--- config.mk ---
export PLATFORM = sky130hd
export DESIGN_NAME = alu_exec_stage
export DESIGN_NICKNAME = d
export VERILOG_FILES = /design/src/rtl/alu_exec_stage.sv
export SDC_FILE = /design/constraint.sdc
export NUM_CORES = 1
export LEC_CHECK = 0
export CORE_MARGIN = 8
export CORE_UTILIZATION = 30
export CTS_CLUSTER_DIAMETER = 120
export CTS_CLUSTER_SIZE = 25
export DETAILED_ROUTE_END_ITERATION = 16
export DONT_BUFFER_PORTS = 1
export GPL_ROUTABILITY_DRIVEN = 0
export PLACE_DENSITY_LB_ADDON = 0.2
export SLEW_MARGIN = 20
export SYNTH_ARGS = -nofsm -noshare
export SYNTH_HDL_FRONTEND = slang
export SYNTH_SLANG_ARGS = --single-unit
export TNS_END_PERCENT = 20
--- constraint.sdc ---
create_clock -name clk -period 6.65 [get_ports clk]
set_clock_uncertainty 0.05 [all_clocks]
set_input_delay 1.995 -clock clk [delete_from_list [all_inputs] [get_ports clk]]
set_output_delay 1.995 -clock clk [all_outputs]
set_load 0.1 [all_outputs]
--- src/rtl/alu_exec_stage.sv ---
// alu_exec_stage: command FIFO, single-issue sequencer and result register in front of a combinational alu
// Optional sticky flag accumulation is enabled by defining ALU_STICKY_FLAGS_EN.
module alu_exec_stage #(
  parameter int WIDTH = 4,
  parameter int DEPTH = 4
) (
  input  logic                   clk,
  input  logic                   rst_n,
  input  logic                   in_valid,
  output logic                   in_ready,
  input  logic [2:0]             in_op,
  input  logic [WIDTH-1:0]       in_a,
  input  logic [WIDTH-1:0]       in_b,
  input  logic                   in_use_acc,
  output logic [WIDTH-1:0]       alu_a,
  output logic [WIDTH-1:0]       alu_b,
  output logic [2:0]             alu_op,
  input  logic [WIDTH-1:0]       alu_result,
  input  logic                   alu_carry,
  input  logic                   alu_zero,
  input  logic                   alu_negative,
  input  logic                   alu_overflow,
  output logic                   out_valid,
  input  logic                   out_ready,
  output logic [WIDTH-1:0]       out_result,
  output logic [3:0]             out_flags,
  output logic                   out_err,
  output logic [WIDTH-1:0]       acc,
  output logic [$clog2(DEPTH):0] fifo_count,
  output logic [3:0]             sticky_flags,
  input  logic                   clr_sticky
);
  localparam int AW = $clog2(DEPTH);
  localparam int EW = 4 + 2 * WIDTH;
  typedef enum logic [1:0] {IDLE, ISSUE, HOLD} state_t;
  state_t state, state_nx;
  logic [EW-1:0] mem [DEPTH];
  logic [AW-1:0] wr_ptr, rd_ptr;
  logic push, pop, fire, legal, head_use;
  logic [2:0] head_op;
  logic [WIDTH-1:0] head_a, head_b;
  logic [3:0] flags;
  assign in_ready = fifo_count < (AW + 1)'(DEPTH);
  assign push = in_valid && in_ready;
  assign fire = state == HOLD && out_valid && out_ready;
  assign pop = fifo_count != '0 && (state == IDLE || fire);
  assign legal = alu_op < 3'd6;
  assign flags = {alu_carry, alu_zero, alu_negative, alu_overflow};
  assign {head_use, head_op, head_a, head_b} = mem[rd_ptr];
  always_comb begin
    state_nx = (state == ISSUE) ? HOLD : pop ? ISSUE : fire ? IDLE : state;
  end
  always_ff @(posedge clk) begin
    if (push) mem[wr_ptr] <= {in_use_acc, in_op, in_a, in_b};
  end
  always_ff @(posedge clk or negedge rst_n) begin
    if (!rst_n) begin
      state      <= IDLE;
      wr_ptr     <= '0;
      rd_ptr     <= '0;
      fifo_count <= '0;
      alu_a      <= '0;
      alu_b      <= '0;
      alu_op     <= '0;
      out_valid  <= 1'b0;
      out_result <= '0;
      out_flags  <= '0;
      out_err    <= 1'b0;
      acc        <= '0;
    end else begin
      state      <= state_nx;
      fifo_count <= fifo_count + (AW + 1)'(push) - (AW + 1)'(pop);
      if (push) wr_ptr <= wr_ptr + AW'(1);
      // acc is read here, so a chained command sees the result captured in the previous ISSUE
      if (pop) begin
        rd_ptr <= rd_ptr + AW'(1);
        alu_a  <= head_use ? acc : head_a;
        alu_b  <= head_b;
        alu_op <= head_op;
      end
      if (fire) out_valid <= 1'b0;
      if (state == ISSUE) begin
        out_valid  <= 1'b1;
        out_result <= legal ? alu_result : '0;
        out_flags  <= legal ? flags : '0;
        out_err    <= !legal;
        if (legal) acc <= alu_result;
      end
    end
  end
`ifdef ALU_STICKY_FLAGS_EN
  always_ff @(posedge clk or negedge rst_n) begin
    if (!rst_n) sticky_flags <= '0;
    else if (clr_sticky) sticky_flags <= '0;
    else if (state == ISSUE) sticky_flags <= sticky_flags | (legal ? flags : 4'b0);
  end
`else
  logic unused_clr;
  assign unused_clr = clr_sticky;
  assign sticky_flags = '0;
`endif
endmodule

==> results of run 1 <==
## layout by cell type, fill, tap and decap left out, types with 2 or more instances in the layout
cell,Yosys,final
a22o_1,8,8
mux2_4,4,4
mux2_2,15,15
clkinv_4,0,3
clkinv_2,0,2
dfrtp_1,34,34
xor2_1,2,2
mux4_2,2,2
edfxtp_1,48,48
nand2_1,2,2
and2_1,4,4
a21oi_1,4,4
ha_1,6,6
mux4_1,10,10
inv_1,9,9
clkbuf_8,0,9
conb_1,1,4
xnor2_1,3,3
## cell families after synthesis
logic type	synth area share [%]
other	0.115
multiplexers	16.4
buffers and inverters	3.52
adder cells (fa/ha/maj)	2.91
XOR/XNOR	1.34
AO/OA/AOI/OAI	3.37
flip-flops	70.2
AND/OR/NAND/NOR	2.15
## cell type report
cell class	count	share of cell area (%)
Sequential cell	82	64.1
Clock inverter	7	1.96
Timing Repair Buffer	1	0.210
Tap cell	140	4.90
Inverter	9	0.944
Multi-Input combinational cell	74	24.5
Clock buffer	9	3.46
## state kept, by name, summed over array words and instances (netlist names), 3 cells and up
register	count
alu_b	4
fifo_count	3
mem	48
alu_op	3
out_flags	4
out_result	4
acc	4
alu_a	4
## final timing paths
check | from | to | slack [ns] | depth (start not counted)
setup / recovery | fifo_count[2] | in_ready | 2.56 | 1
hold / removal | state[1] | out_valid | 0.47 | 1
setup reg to reg | out_valid | fifo_count[2] | 3.77 | 8
hold reg to reg | state[1] | out_valid | 0.47 | 1
max in group asynchronous | rst_n | rd_ptr[0] | 5.18 | 0
min in group asynchronous | rst_n | out_valid | 1.28 | 0
## per-stage QoR
stage / setup WS [ns] / utilization (%) / hold WS (ns)
finish: 2.56 / 33.3 / 0.466
global route: 2.49 / 33.3 / 0.491
CTS: 2.53 / 33.3 / 0.470
detailed placement: 2.68 / 31.5 / 0.458
global placement: 2.80 / 31.5 / 0.446
floorplan: 2.56 / - / 0.420
## per-layer routing
| layer | wire length [um] | part of all wire, % | global-route usage [%] | up-vias |
|---|---|---|---|---|
| li1 | - | - | - | 658 |
| met1 | 2300 | 38 | 9.02 | 746 |
| met2 | 2910 | 49 | 14.3 | 55 |
| met3 | 687 | 11 | 4.85 | 7 |
| met4 | 89 | 1.5 | 3.75 | 0 |
| met5 | 0 | 0 | 0 | - |
==> flow_summary.json, run 1 <==
{
  "multi_input_area_um2": 876,
  "yosysSeqAreaShare_pct": 70.2,
  "synth_top_cell_area_share_pct": 44.1,
  "fin_nets": 209,
  "worst_path_max_delay_cell": "dfrtp_1",
  "n_fill_cell": 1053,
  "hold_viol": 0,
  "cp.arrival_ns": 2.05,
  "start_util_pct": 30.4,
  "cts_hold_buf": 0,
  "hold_class": "flop to flop",
  "synth_cell_types": 29,
  "grt_pass1_vias": 1616,
  "wl_per_cell_um": 18.6,
  "crit_family": "flip-flops",
  "dpl.cell_count": 306,
  "fp.dieArea_um2": 14500,
  "globalRouteTotalUtil_pct": 8.70,
  "fin_cells": 322,
  "first_pass_iters": 3,
  "crit_path_start_kind": "flop",
  "drv_slew": 0,
  "antenna_cells": 0,
  "fp-row-count": 38,
  "netlist_area_um2": 3270,
  "synth_top_cell_by_area": "edfxtp_1",
  "clkTransAtPathRegs_ns": 0.08,
  "tns_ns": 0,
  "worstSetupPathType": "flop to primary output",
  "area_growth_pct": 9.54,
  "finalCritPeriodShare_pct": 61.5,
  "synth_seq_cells": 82,
  "post_cts_buffers": 0,
  "cpPeakStageDelay_ns": 0.98,
  "synthTopCellsByArea": "edfxtp_1 44%, dfrtp_1 26%, mux4_1 8.0%, mux2_2 5.2%, ha_1 2.3%",
  "grt_pass1_wl_um": 9360,
  "antenna_found_initial": 0,
  "cts_inserted_buffers": 9,
  "root_buffer": "clkbuf_8",
  "port_buffers": 0,
  "routed-via-count": 1466,
  "drc": 0,
  "cts.sinks": 82,
  "critPathCaptureType": "primary output",
  "timing.slew.headroom_pct": 33.3,
  "cp_max_fo": 4,
  "synth-main-ff-cell": "edfxtp_1",
  "max_freq_mhz": 244,
  "max-cap-violations": 0,
  "insertion_delay_ns": 0.34,
  "dieHeight_um": 120,
  "cts_resized": 0,
  "yosys-top-cells-count": "48 x edfxtp_1, 34 x dfrtp_1, 15 x mux2_2",
  "coreArea_um2": 10700,
  "crit_chain": "inv_1",
  "rsz0062_at_grt": "no",
  "cts.path.max_buffers": 2,
  "status": "completed",
  "fin_crit_ns": 4.09,
  "drive_gt1_share_pct": 21.4,
  "place_hpwl_um": 4090,
  "finalSetupViolCount": 0,
  "syn_inst": 173,
  "grt_overflow": 0,
  "dpl-instance-area_um2": 3380,
  "seq_area_um2": 2290,
  "cp_num_buf_inv": 1,
  "synthArstFlopShare_pct": 41.5,
  "yosysWarnings": 0,
  "required_ns": 4.61,
  "ant_nets": 0,
  "postSynthAreaPerCell_um2": 18.9,
  "ctsHtreeMaxLevel": 3,
  "die_w_um": 120,
  "totalWireLength_um": 5980,
  "grt_max_degree": 35,
  "io_pins": 58,
  "worst_slew_pin_slew_ns": 1.00,
  "cts_tree": "done",
  "initialDrtViolationCount": 46,
  "viasPerCell": 4.55,
  "synth.most_common_cell": "edfxtp_1",
  "design_area_um2": 3580,
  "synth_edf_count": 48
}
Power of run 1 is not shown: default switching activity piles up to over one toggle a cycle in this logic, so the estimate is an artifact.
==> run 2: changes to the inputs <==
==> constraint.sdc (replaced) <==
create_clock -name clk -period 3.4 [get_ports clk]
set_clock_uncertainty 0.05 [all_clocks]
set_input_delay 1.02 -clock clk [delete_from_list [all_inputs] [get_ports clk]]
set_output_delay 1.02 -clock clk [all_outputs]
set_load 0.1 [all_outputs]
==> run 2 against run 1 <==
- final cell count increased by 1.6%
- register-to-register slack got worse by 2.8 ns
- core utilization increased by 0.27 points
- worst hold slack got worse by 0.15 ns
- final area increased by 0.80%
- non-clock buffer count increased by 5
==> flow_summary.json, run 2 (synthesis results as in run 1) <==
{
  "wl_per_cell_um": 17.9,
  "max_freq_mhz": 400,
  "cts.sinks": 82,
  "routed-via-count": 1489,
  "insertion_delay_ns": 0.34,
  "layout.cells.most_common": "edfxtp_1",
  "area_growth_pct": 10.4,
  "fin_nets": 214,
  "critPathCaptureType": "flop",
  "ant_nets": 0,
  "cts_tree": "done",
  "cts_inserted_buffers": 9,
  "clkTransAtPathRegs_ns": 0.08,
  "grt_pass1_vias": 1624,
  "timing.slew.headroom_pct": 29.3,
  "crit_path_start_kind": "input port",
  "n_fill_cell": 1050,
  "antenna_found_initial": 0,
  "grt_max_degree": 35,
  "worst_slew_pin_slew_ns": 1.06,
  "tns_ns": 0,
  "grt_overflow": 0,
  "fp-row-count": 38,
  "drive_gt1_share_pct": 22.5,
  "post_cts_buffers": 0,
  "start_util_pct": 30.4,
  "cts.path.max_buffers": 2,
  "fin_crit_ns": 2.50,
  "drc": 0,
  "worstSetupPathType": "input port to flop",
  "rsz0062_at_grt": "no",
  "globalRouteTotalUtil_pct": 8.59,
  "largest-register": "mem",
  "required_ns": 3.58,
  "worst-r2r-setup-slack_ns": 0.95,
  "root_buffer": "clkbuf_8",
  "dieHeight_um": 120,
  "initialDrtViolationCount": 101,
  "layout_common_cells": "48 x edfxtp_1, 34 x dfrtp_1, 15 x mux2_2",
  "use_met2_pct": 14.3,
  "die_w_um": 120,
  "fp.dieArea_um2": 14500,
  "finalSetupViolCount": 0,
  "viasPerCell": 4.55,
  "coreArea_um2": 10700,
  "cp_max_fo": 8,
  "max-cap-violations": 0,
  "io_pins": 58,
  "port_buffers": 0,
  "grt_use_met3_pct": 5.36,
  "largest_reg_flops": 48,
  "cp.arrival_ns": 2.68,
  "finalCritPeriodShare_pct": 73.5,
  "drv_slew": 0,
  "cts_hold_buf": 0,
  "grt_pass1_wl_um": 9290,
  "cts_resized": 0,
  "totalWireLength_um": 5860,
  "hold_viol": 0,
  "place_hpwl_um": 4070,
  "ctsHtreeMaxLevel": 3,
  "antenna_cells": 0,
  "hold_class": "input port to asynchronous set/reset pin",
  "grt-busiest-layer": "met2",
  "use_met1_pct": 8.53,
  "status": "completed",
  "first_pass_iters": 4
}
==> run 2: cell count changes in the layout (fill, tap and decap cells not counted) <==
cell,delta
buf_4,+5
clkbuf_1,+1
clkinv_1,+1
clkinv_2,-1
clkinv_4,-3
clkinvlp_4,+2
==> run 2: critical path: stages <==
cell	delay (ns)
nor2b_1	0.40
inv_1	0.09
ha_1	0.30
inv_1	0.04
ha_1	0.18
fa_1	0.37
xnor2_1	0.15
xnor2_1	0.13
==> run 2: through the flow <==
| stage | setup WS [ns] | instance area, um2 | utilization [%] | hold slack (ns) | instances |
|---|---|---|---|---|---|
| after global routing | 0.738 | 3610 | 33.6 | 0.280 | 327 |
| final | 0.903 | 3610 | 33.6 | 0.314 | 327 |
| after detailed placement | 0.518 | 3420 | 31.8 | 0.453 | 311 |
| after floorplan | 0.207 | 3280 | - | 0.420 | 176 |
| after global placement | 0.601 | 3420 | 31.8 | 0.448 | 311 |
| after CTS | 0.883 | 3610 | 33.6 | 0.295 | 327 |
==> run 2: cell type report <==
class                   count  area, um2  share of cell area, %
flip-flops and latches     82       2290                   63.5
multi-input cells          74        876                   24.3
well taps                 140        175                   4.86
clock buffers              10        128                   3.54
clock inverters             6       57.6                   1.60
repair buffers              6       45.0                   1.25
inverters                   9       33.8                  0.937
==> run 2: path summary, 6_finish.rpt <==
| path | start | to | depth (start not counted) |
|---|---|---|---|
| max reg2reg | fifo_count[2] | fifo_count[2] | 9 |
| max in group asynchronous | rst_n | alu_b[1] | 0 |
| max | in_valid | fifo_count[2] | 8 |
| min in group clk | state[1] | out_valid | 1 |
| min reg2reg | state[1] | out_valid | 1 |
| min | rst_n | alu_b[0] | 0 |
==> run 2: routing by layer <==
layer | vias to the layer above | share of wire [%]
met4 | 0 | 1.6
met2 | 55 | 48
met5 | - | 0
met1 | 762 | 37
li1 | 664 | -
met3 | 8 | 13
Power of run 2 is left out for the same reason.
==> run 3: changes to the inputs <==
==> constraint.sdc (replaced) <==
create_clock -name clk -period 2.4 [get_ports clk]
set_clock_uncertainty 0.05 [all_clocks]
set_input_delay 0.72 -clock clk [delete_from_list [all_inputs] [get_ports clk]]
set_output_delay 0.72 -clock clk [all_outputs]
set_load 0.1 [all_outputs]
==> run 3 against run 2 <==
- die area unchanged
- core utilization increased by 2.3 points
- first-iteration DRC count decreased by 27%
- worst hold slack got worse by 0.18 ns
- setup slack got worse by 0.79 ns
- non-clock buffer count increased by 21
- count of clock-buffer cells in the layout decreased by 1
- sequential share of layout area decreased by 3.9 points
- via count increased by 4.8%
- routed wire length increased by 6.6%
- critical path type is now flop to primary output
- highest routed layer unchanged
==> flow_summary.json, run 3 (synthesis results as in run 1) <==
{
  "port_buffers": 0,
  "cts_tree": "done",
  "critPathCaptureType": "primary output",
  "start_util_pct": 30.4,
  "io_pins": 58,
  "routed-via-count": 1560,
  "reg2reg_depth": 3,
  "largest_reg_flops": 48,
  "cts.path.max_buffers": 2,
  "max_freq_mhz": 437,
  "worst-r2r-setup-slack_ns": 0.29,
  "grt_pass1_vias": 1744,
  "worst_slew_pin_slew_ns": 0.951,
  "timing.slew.headroom_pct": 36.6,
  "max-cap-violations": 0,
  "layout_common_cells": "48 x edfxtp_1, 30 x dfrtp_1, 25 x buf_4",
  "fin_crit_ns": 2.29,
  "totalWireLength_um": 6250,
  "drc": 0,
  "wl_per_cell_um": 18.0,
  "antenna_cells": 0,
  "post_cts_buffers": 0,
  "multi_input_area_um2": 940,
  "root_buffer": "clkbuf_8",
  "ctsHtreeMaxLevel": 3,
  "layout.cells.most_common": "edfxtp_1",
  "grt_max_degree": 26,
  "die_w_um": 120,
  "dpl_worst_slack_ns": 0.150,
  "required_ns": 1.63,
  "cp.arrival_ns": 1.52,
  "n_fill_cell": 1038,
  "initialDrtViolationCount": 74,
  "viasPerCell": 4.48,
  "worstSetupPathType": "flop to primary output",
  "largest-register": "mem",
  "grt_overflow": 0,
  "antenna_found_initial": 0,
  "fin_nets": 235,
  "area_growth_pct": 18.1,
  "fin_ws_ns": 0.111,
  "cts.sinks": 82,
  "ant_nets": 0,
  "post-route-util_pct": 35.9,
  "clkTransAtPathRegs_ns": 0.09,
  "hold_class": "input port to asynchronous set/reset pin",
  "r2r-start": "rd_ptr[0]",
  "rsz0062_at_grt": "no",
  "drv_slew": 0,
  "crit_path_start_kind": "flop",
  "fp-row-count": 38,
  "globalRouteTotalUtil_pct": 9.14,
  "status": "completed",
  "insertion_delay_ns": 0.34,
  "coreArea_um2": 10700,
  "cp_max_fo": 3,
  "first_pass_iters": 3,
  "dieHeight_um": 120,
  "hold_viol": 0,
  "grt_pass1_wl_um": 9860,
  "r2r-end": "alu_a[0]",
  "finalSetupViolCount": 0,
  "finalCritPeriodShare_pct": 95.4,
  "cts_inserted_buffers": 9,
  "seq_area_um2": 2300,
  "drive_gt1_share_pct": 36.5,
  "place_hpwl_um": 4280,
  "fp.dieArea_um2": 14500
}
-- run 3: timing repair --
item                       CTS  global route
setup endpoints to repair    0             0
hold endpoints to repair    25             0
gates resized for setup      0             0
hold buffers                 2             0
-- run 3: worst max-delay path, stage by stage (launching register included) --
cell and delay, ns:
dfrtp_4 0.51, buf_4 0.25, inv_1 0.12, buf_4 0.30
-- run 3: stage by stage --
| stage | TNS, ns | instances | instance area (um2) | hold slack, ns |
|---|---|---|---|---|
| 4_1_cts | 0 | 348 | 3860 | 0.113 |
| 6_report | 0 | 348 | 3860 | 0.130 |
| 3_3_place_gp | 0 | 330 | 3640 | 0.376 |
| 3_5_place_dp | 0 | 330 | 3640 | 0.376 |
| 2_1_floorplan | -0.00546 | 176 | 3360 | 0.374 |
| 5_1_grt | 0 | 348 | 3860 | 0.115 |
-- run 3: how the worst max path moves through the flow --
stage                       start             to  slack, ns  depth (start not counted)
CTS                 fifo_count[2]       in_ready       0.08                          3
global placement         in_valid  fifo_count[2]       0.17                          8
global route        fifo_count[2]       in_ready       0.04                          3
finish              fifo_count[2]       in_ready       0.11                          3
detailed placement       in_valid  fifo_count[2]       0.15                          8
floorplan               out_ready  fifo_count[2]     -0.005                          9
-- run 3: area by class of cell --
class,instances,share of cell area (%)
Inverter,9,0.876
Sequential cell,82,59.7
Timing Repair Buffer,27,5.64
Clock inverter,7,1.69
Multi-Input combinational cell,74,24.4
Clock buffer,9,3.21
Tap cell,140,4.54
-- run 3: metal layers --
| layer | vias up | GRT usage (%) | wire length [um] |
|---|---|---|---|
| met5 | - | 0 | 0 |
| met4 | 0 | 3.75 | 85 |
| met3 | 7 | 4.90 | 703 |
| li1 | 709 | - | - |
| met2 | 48 | 14.3 | 2880 |
| met1 | 796 | 10.3 | 2580 |
Power of run 3 is left out for the same reason.
